<file path="config.mk">
export PLATFORM = sky130hd
export DESIGN_NAME = final_project_xmit_flat
export DESIGN_NICKNAME = d
export VERILOG_FILES = /design/src/rtl/final_project_xmit_pkg.sv /design/src/rtl/final_project_xmit_if.sv /design/src/rtl/final_project_xmit_bit_timer.sv /design/src/rtl/final_project_xmit.sv /design/src/flat_wrapper.sv
export SDC_FILE = /design/constraint.sdc
export NUM_CORES = 1
export LEC_CHECK = 0
export ABC_AREA = 1
export CAP_MARGIN = 5
export CORE_MARGIN = 5
export CORE_UTILIZATION = 55
export DETAILED_ROUTE_END_ITERATION = 7
export PLACE_DENSITY = 0.78
export SLEW_MARGIN = 20
export SYNTH_ARGS = -nofsm -noshare
export SYNTH_HDL_FRONTEND = slang
export SYNTH_HIERARCHICAL = 1
export SYNTH_SLANG_ARGS = --single-unit
</file>
<file path="constraint.sdc">
create_clock -name i_clk -period 1.61 [get_ports i_clk]
set_clock_uncertainty 0.05 [all_clocks]
set_input_delay 0.322 -clock i_clk [delete_from_list [all_inputs] [get_ports i_clk]]
set_output_delay 0.322 -clock i_clk [all_outputs]
set_load 0.005 [all_outputs]
</file>
<file path="src/rtl/final_project_xmit_pkg.sv">
// Shared types and defaults for the final_project serial transmit path.
// Holds the transmitter FSM state encoding and the default word width.
package final_project_xmit_pkg;

    localparam int unsigned DefaultWordSize = 8;

    typedef enum logic [1:0] {
        StIdle,
        StWaiting,
        StSending
    } xmit_state_e;

endpackage

</file>
<file path="src/rtl/final_project_xmit_if.sv">
// Parallel-side handshake and serial-line bundle for final_project_xmit.
// The master modport drives the byte and its strobes; the slave is the transmitter.
interface final_project_xmit_if import final_project_xmit_pkg::*; #(
    parameter int unsigned WORD_SIZE = DefaultWordSize
) ();

    logic [WORD_SIZE-1:0] i_data_bus;
    logic                 i_load_xmt_data;
    logic                 i_byte_rdy;
    logic                 i_T_byte;
    logic                 o_serial_out;
    logic                 o_busy;

    modport master (
        output i_data_bus,
        output i_load_xmt_data,
        output i_byte_rdy,
        output i_T_byte,
        input  o_serial_out,
        input  o_busy
    );

    modport slave (
        input  i_data_bus,
        input  i_load_xmt_data,
        input  i_byte_rdy,
        input  i_T_byte,
        output o_serial_out,
        output o_busy
    );

endinterface

</file>
<file path="src/rtl/final_project_xmit_bit_timer.sv">
// Clocks-per-bit divider: emits a one-cycle bit_tick every CLKS_PER_BIT enabled cycles.
// With CLKS_PER_BIT=1 the counter stays at zero and the tick follows i_enable.
module final_project_xmit_bit_timer #(
    parameter int unsigned CLKS_PER_BIT = 1
) (
    input  logic i_clk,
    input  logic i_reset,
    input  logic i_clear,
    input  logic i_enable,
    output logic o_bit_tick
);

    localparam int unsigned CntW = (CLKS_PER_BIT > 1) ? $clog2(CLKS_PER_BIT) : 1;
    localparam logic [CntW-1:0] LastCnt = CntW'(CLKS_PER_BIT - 1);

    logic [CntW-1:0] clk_cnt_q, clk_cnt_d;

    always_comb begin
        clk_cnt_d = clk_cnt_q;
        if (i_clear) begin
            clk_cnt_d = '0;
        end else if (i_enable) begin
            clk_cnt_d = (clk_cnt_q == LastCnt) ? '0 : clk_cnt_q + CntW'(1);
        end
    end

    always_ff @(posedge i_clk) begin
        if (i_reset) begin
            clk_cnt_q <= '0;
        end else begin
            clk_cnt_q <= clk_cnt_d;
        end
    end

    assign o_bit_tick = i_enable && (clk_cnt_q == LastCnt);

endmodule

</file>
<file path="src/rtl/final_project_xmit.sv">
// UART-style byte transmitter: hold register, staged frame shift register, LSB-first
// shift-out with start bit 0 and stop bit 1. Line idles high.
module final_project_xmit import final_project_xmit_pkg::*; #(
    parameter int unsigned WORD_SIZE    = DefaultWordSize,
    parameter int unsigned CLKS_PER_BIT = 1
) (
    input logic                 i_clk,
    input logic                 i_reset,
    final_project_xmit_if.slave bus
);

    localparam int unsigned CntW = $clog2(WORD_SIZE + 2);
    localparam logic [CntW-1:0] LastBit = CntW'(WORD_SIZE + 1);

    xmit_state_e          state_q, state_d;
    logic [WORD_SIZE-1:0] data_reg_q, data_reg_d;
    logic [WORD_SIZE:0]   shift_reg_q, shift_reg_d;
    logic [CntW-1:0]      bit_cnt_q, bit_cnt_d;
    logic                 start_frame;
    logic                 bit_tick;

    final_project_xmit_bit_timer #(
        .CLKS_PER_BIT(CLKS_PER_BIT)
    ) u_bit_timer (
        .i_clk      (i_clk),
        .i_reset    (i_reset),
        .i_clear    (start_frame),
        .i_enable   (state_q == StSending),
        .o_bit_tick (bit_tick)
    );

    always_comb begin
        state_d     = state_q;
        data_reg_d  = data_reg_q;
        shift_reg_d = shift_reg_q;
        bit_cnt_d   = bit_cnt_q;
        start_frame = 1'b0;

        unique case (state_q)
            StIdle: begin
                if (bus.i_load_xmt_data) data_reg_d = bus.i_data_bus;
                // Staging reads the pre-load data_reg, so load+byte_rdy together sends the old byte.
                if (bus.i_byte_rdy) begin
                    shift_reg_d = {data_reg_q, 1'b1};
                    state_d     = StWaiting;
                end
            end
            StWaiting: begin
                if (bus.i_load_xmt_data) data_reg_d = bus.i_data_bus;
                if (bus.i_byte_rdy) shift_reg_d = {data_reg_q, 1'b1};
                if (bus.i_T_byte) begin
                    shift_reg_d[0] = 1'b0;
                    bit_cnt_d      = '0;
                    start_frame    = 1'b1;
                    state_d        = StSending;
                end
            end
            StSending: begin
                if (bit_tick) begin
                    // At LastBit the stop bit has had its full period on the line.
                    if (bit_cnt_q == LastBit) begin
                        bit_cnt_d = '0;
                        state_d   = StIdle;
                    end else begin
                        shift_reg_d = {1'b1, shift_reg_q[WORD_SIZE:1]};
                        bit_cnt_d   = bit_cnt_q + CntW'(1);
                    end
                end
            end
            default: state_d = StIdle;
        endcase
    end

    always_ff @(posedge i_clk) begin
        if (i_reset) begin
            state_q     <= StIdle;
            data_reg_q  <= '0;
            shift_reg_q <= '1;
            bit_cnt_q   <= '0;
        end else begin
            state_q     <= state_d;
            data_reg_q  <= data_reg_d;
            shift_reg_q <= shift_reg_d;
            bit_cnt_q   <= bit_cnt_d;
        end
    end

    assign bus.o_serial_out = shift_reg_q[0];
    assign bus.o_busy       = (state_q != StIdle);

endmodule

</file>
<file path="src/flat_wrapper.sv">
// flat-port wrapper written by rule: the top's interface ports become plain ports
module final_project_xmit_flat import final_project_xmit_pkg::*;
#(
    parameter int unsigned WORD_SIZE    = DefaultWordSize,
    parameter int unsigned CLKS_PER_BIT = 1
)
  (i_clk, i_reset, bus_i_data_bus, bus_i_load_xmt_data, bus_i_byte_rdy, bus_i_T_byte, bus_o_serial_out, bus_o_busy);
  final_project_xmit_if #(.WORD_SIZE(WORD_SIZE)) bus_i ();
  input logic i_clk;
  input logic i_reset;
  input wire logic [$bits(bus_i.i_data_bus)-1:0] bus_i_data_bus;
  input wire logic [$bits(bus_i.i_load_xmt_data)-1:0] bus_i_load_xmt_data;
  input wire logic [$bits(bus_i.i_byte_rdy)-1:0] bus_i_byte_rdy;
  input wire logic [$bits(bus_i.i_T_byte)-1:0] bus_i_T_byte;
  output wire logic [$bits(bus_i.o_serial_out)-1:0] bus_o_serial_out;
  output wire logic [$bits(bus_i.o_busy)-1:0] bus_o_busy;
  assign bus_i.i_data_bus = bus_i_data_bus;
  assign bus_i.i_load_xmt_data = bus_i_load_xmt_data;
  assign bus_i.i_byte_rdy = bus_i_byte_rdy;
  assign bus_i.i_T_byte = bus_i_T_byte;
  assign bus_o_serial_out = bus_i.o_serial_out;
  assign bus_o_busy = bus_i.o_busy;
  final_project_xmit #(.WORD_SIZE(WORD_SIZE), .CLKS_PER_BIT(CLKS_PER_BIT)) u_core (.i_clk(i_clk), .i_reset(i_reset), .bus(bus_i));
endmodule
</file>
**Yosys cells after proc, flatten, opt, wreduce, memory -nomap -nowiden**

Index checks and enable logic that the tools add are counted.

- Flip-flop bits (word level): 24
- Input bits: 13
- Output and inout port bits: 2
- Word-level logic and storage cells: 44

- Add/subtract/negate cells: 2
- Eq/ne operators: 8
- Mux-type cells: 17
- Bitwise logic cells: 1
- Reductions and logical operators: 11

Operator list:

| kind | count |
|---|---|
| 9-bit 2-to-1 mux | 3 |
| 9-bit case mux with 3 select lines | 1 |
| 4-bit 2-to-1 mux | 3 |
| 2-bit 2-to-1 mux | 4 |
| 4-bit case mux with 2 select lines | 1 |
| 2-bit != test (second input constant) | 3 |
| 2-bit case mux with 3 select lines | 1 |
| 3-bit AND reduction | 2 |
| 4-bit by 1-bit adder with 4-bit output (second input constant) | 1 |
| 4-bit == test (second input constant) | 1 |
| 1-bit 2-to-1 mux | 4 |
| 2-bit by 1-bit != test with 1-bit output (second input constant) | 2 |
| 4-bit AND reduction | 1 |
| 2-bit nonzero test | 2 |
| 2-bit OR reduction | 2 |
| 3-bit nonzero test | 1 |
| 2-bit by 1-bit == test with 1-bit output (second input constant) | 1 |
| 2-bit == test (second input constant) | 1 |
| 2-bit zero test | 1 |
| 2-bit AND reduction | 1 |
| 1-bit adder (second input constant) | 1 |
| 1-bit logical AND | 1 |
| 1-bit NOT | 1 |

**Longest topological paths before layout**

- Depth after elaboration: 4
- Depth in mapped cells: 10
- Gate-level depth less buffers: 10

**Modules after synthesis**

The synthesis kept the hierarchy.

By module, submodules not included:

| module | instances | cells each | area each (um^2) | sequential area each (um^2) |
|---|---|---|---|---|
| final_project_xmit | 1 | 201 | 1361.3 | 460.4 |
| final_project_xmit_bit_timer | 1 | 1 | 7.5 | 0.0 |

**Least setup slack after synthesis**

Ideal clock, no wire load.

- Path kind: reg2reg
- Start: register u_core.state_q[0]
- End: register u_core.shift_reg_q[0]
- Library setup time: 0.134 ns
- Data arrival time: 1.287 ns
- Data required time: 1.426 ns
- Setup slack: 0.139 ns
- Cell stages (with the launch flop): 10
- Buffers on the path: 1
- Clock period less this slack: 1.471 ns
- Cell sequence: dfxtp_1 > inv_1 > ha_1 > buf_4 > nor2_2 > nor2_2 > nand2_4 > inv_6 > nand2_1 > nand3_1

- Cells in the longest elaborated chain, start to end: 4

Ends and longest elaborated chain:

| item | RTL line | source |
|---|---|---|
| start, declared | final_project_xmit.sv:15 | `xmit_state_e state_q, state_d;` |
| start signal, assigned | final_project_xmit.sv:76 | `state_q <= StIdle;` |
| start signal, assigned | final_project_xmit.sv:81 | `state_q <= state_d;` |
| 2-bit == test | final_project_xmit.sv:28 | `.i_enable (state_q == StSending),` |
| 1-bit logical AND | final_project_xmit_bit_timer.sv:35 | `assign o_bit_tick = i_enable && (clk_cnt_q == LastCnt);` |
| named net u_core.bit_tick | final_project_xmit.sv:20 | `logic bit_tick;` |
| 2-bit by 1-bit != test with 1-bit output (no line) | -- |  |
| 3-bit AND reduction (no line) | -- |  |
| end signal, assigned | final_project_xmit.sv:83 | `shift_reg_q <= shift_reg_d;` |
| end, declared | final_project_xmit.sv:17 | `logic [WORD_SIZE:0] shift_reg_q, shift_reg_d;` |

The timed path passes the listed nets, and every way through them passes these cells.
A chain may end at the register's enable or synchronous reset.

**Worst setup path in the final report**

- Start: register u_core.shift_reg_q[0]
- End: output bus_o_serial_out

RTL lines:

| item | RTL line | source |
|---|---|---|
| end, declared | flat_wrapper.sv:15 | `output wire logic [$bits(bus_i.o_serial_out)-1:0] bus_o_serial_out;` |

No word-level cell between the ends.

==> flow_summary.yaml <==
synth:
  synth_nets: 222
  syn_area_per_cell_sq_um: 6.81
  ys_warn_count: 6
  synth_cells: 200
  netlist_area_sq_mm: 0.00136
pwr:
  peakVddDrop_mv: 1.23
  p_leak_nw: 0.755
  cellPowerDensity_mw_per_mm2: 1750
worst_hold_path:
  hold_path_depth: 2
  hold_path_end: "u_core/data_reg_q[3]$_SDFFE_PP0P_"
  min_from: "u_core/data_reg_q[3]$_SDFFE_PP0P_"
  hold_path.class: "reg -> reg"
worst_setup_path:
  slowest_delay_ns: 0.50
  crit_chain: "clkdlybuf4s50_1"
  reg2reg_slack_ns: 0.09
  critPathArrivalTime_ns: 1.18
  path_class: "reg -> out"
  cp_top_family: "buffers and inverters"
  required_ns: 1.24
  r2r_cells: 8
  end_kind: "output pin"
  worstPathMaxFanout: 3
  cp_slowest_cell: "clkdlybuf4s50_1"
  r2r_end: "u_core/bit_cnt_q[3]$_SDFFE_PP0P_"
  rr_startpoint: "u_core/state_q[1]$_SDFFE_PP0P_"
  critPathLaunchType: "flop"
  path_buf_inv: 1
route:
  detail-route-antenna-nets: 0
  wl_per_cell_um: 11.1
  wirelength_um: 2770
  first_pass_iters: 4
  drc: 0
  viasPerCell: 5.03
  drt_iter0_markers: 42
  vias: 1253
cells_and_area:
  final_cell_mix: "nand2_1, inv_1, nand3_1, dfxtp_1"
  syn2layout_area_growth_pct: 17.7
  fin_nets: 242
  fill_cells: 219
  fin_area_sq_mm: 0.00160
  layout_commonest_cell: "nand2_1"
  antenna-diode-count: 0
  post-route-util: 0.659
  drive_gt1_frac: 0.169
job:
  maxCapViolCount: 0
timing:
  layout_min_cycle_time_ns: 1.56
  timing.final.crit_share: 0.966
  max_freq_ghz: 0.643
  tightest_slew_ns: 0.343
  finalHoldViolations: 0
  slew_viol_final: 0
  slew_headroom: 0.771
  grt_setup_unrepaired: "true"
  setup_viol: 0
run_status:
  status: "complete, no violations"
place:
  dpl.hpwl_um: 2020
  io_buffers: 14
  place.gp.congestion: 0.863
  post_dp_cell_area_sq_mm: 0.00156
clock_tree:
  hold_buffers: 0
  cts_tree: "built"
  htreeDepth: 1
  cts_setup_buffers: 0
  path_clk_slew_ns: 0.14
  clock_path_buffers: 2
  insertion_delay_ns: 0.32
  cts_sinks: 23
  cts_made_buffers: 3
  clockRootBuffer: "clkbuf_4"
grt:
  grt_use_met3: 0.0324
  met1_usage: 0.228
  grt_pass1_vias: 1146
  antenna_found_initial: 0
  grt_util_all_layers: 0.174
  grt_overflow: 0
  grt.busiest_layer: "met2"
  grt_max_degree: 22
  grt_pass1_wl_um: 4730
  grt_util_met2: 0.276
floorplan:
  die_x_um: 59.8
  coreArea_sq_mm: 0.00243
  die_area_sq_mm: 0.00357
  die_h_um: 59.8
  ioPinCount: 15
  num_rows: 18
  start_util: 0.560
flip-flops by register name (all words and copies together), names as in the netlist:
signal / count
u_core/data_reg_q: 8
u_core/shift_reg_q: 9
u_core/bit_cnt_q: 4
u_core/state_q: 2
power breakdown:
group | internal, mW | leakage (nW) | total [mW] | switching (mW)
combinational | 0.667 | 0.547 | 1.61 | 0.941
sequential | 0.784 | 0.191 | 0.914 | 0.130
clock | 0.0932 | 0.0177 | 0.284 | 0.191
total | 1.54 | 0.755 | 2.81 | 1.26
worst max-delay path by stage:
stage	slack (ns)	endpoint	cells past startpoint	from
after global placement	-0.04	u_core/state_q[0]$_SDFFE_PP0P_	8	bus_i_byte_rdy
after detailed placement	-0.06	u_core/state_q[0]$_SDFFE_PP0P_	8	bus_i_byte_rdy
after global routing	-0.003	bus_o_busy	4	u_core/state_q[1]$_SDFFE_PP0P_
after floorplan	0.14	u_core/shift_reg_q[0]$_SDFFE_PP1P_	9	u_core/state_q[0]$_SDFFE_PP0P_
after CTS	0.01	bus_o_busy	4	u_core/state_q[0]$_SDFFE_PP0P_
final	0.05	bus_o_serial_out	1	u_core/shift_reg_q[0]$_SDFFE_PP1P_
through the flow:
stage / setup TNS [ns] / worst slack (ns) / total power [mW] / std cells / hold WS [ns]
2_1_floorplan: 0 / 0.139 / 2.06 / 200 / 0.379
3_3_place_gp: -0.167 / -0.0365 / 2.41 / 245 / 0.392
3_5_place_dp: -0.386 / -0.0627 / 2.45 / 245 / 0.395
4_1_cts: 0 / 0.0121 / 2.75 / 249 / 0.413
5_1_grt: -0.00259 / -0.00259 / 3.07 / 249 / 0.434
6_report: 0 / 0.0543 / 2.81 / 249 / 0.418
final cells by class:
| cell class | count | area (sq um) | area share |
|---|---|---|---|
| Multi-Input combinational cell | 146 | 772 | 0.482 |
| Sequential cell | 23 | 464 | 0.290 |
| Timing Repair Buffer | 20 | 196 | 0.123 |
| Inverter | 26 | 105 | 0.0656 |
| Tap cell | 30 | 37.5 | 0.0234 |
| Clock buffer | 3 | 22.5 | 0.0141 |
| Clock inverter | 1 | 5.00 | 0.00312 |
metal layers:
metal / wire length [um] / share of wire
met1: 1390 / 0.50
met2: 1240 / 0.45
met3: 90 / 0.033
met4: 48 / 0.017
met5: 0 / 0
what timing repair did:
action / CTS / global route
gates resized for setup: 6 / 4
setup endpoints to repair: 1 / 5
pin swaps: 0 / 0
Power figures use the tool's default switching activity.
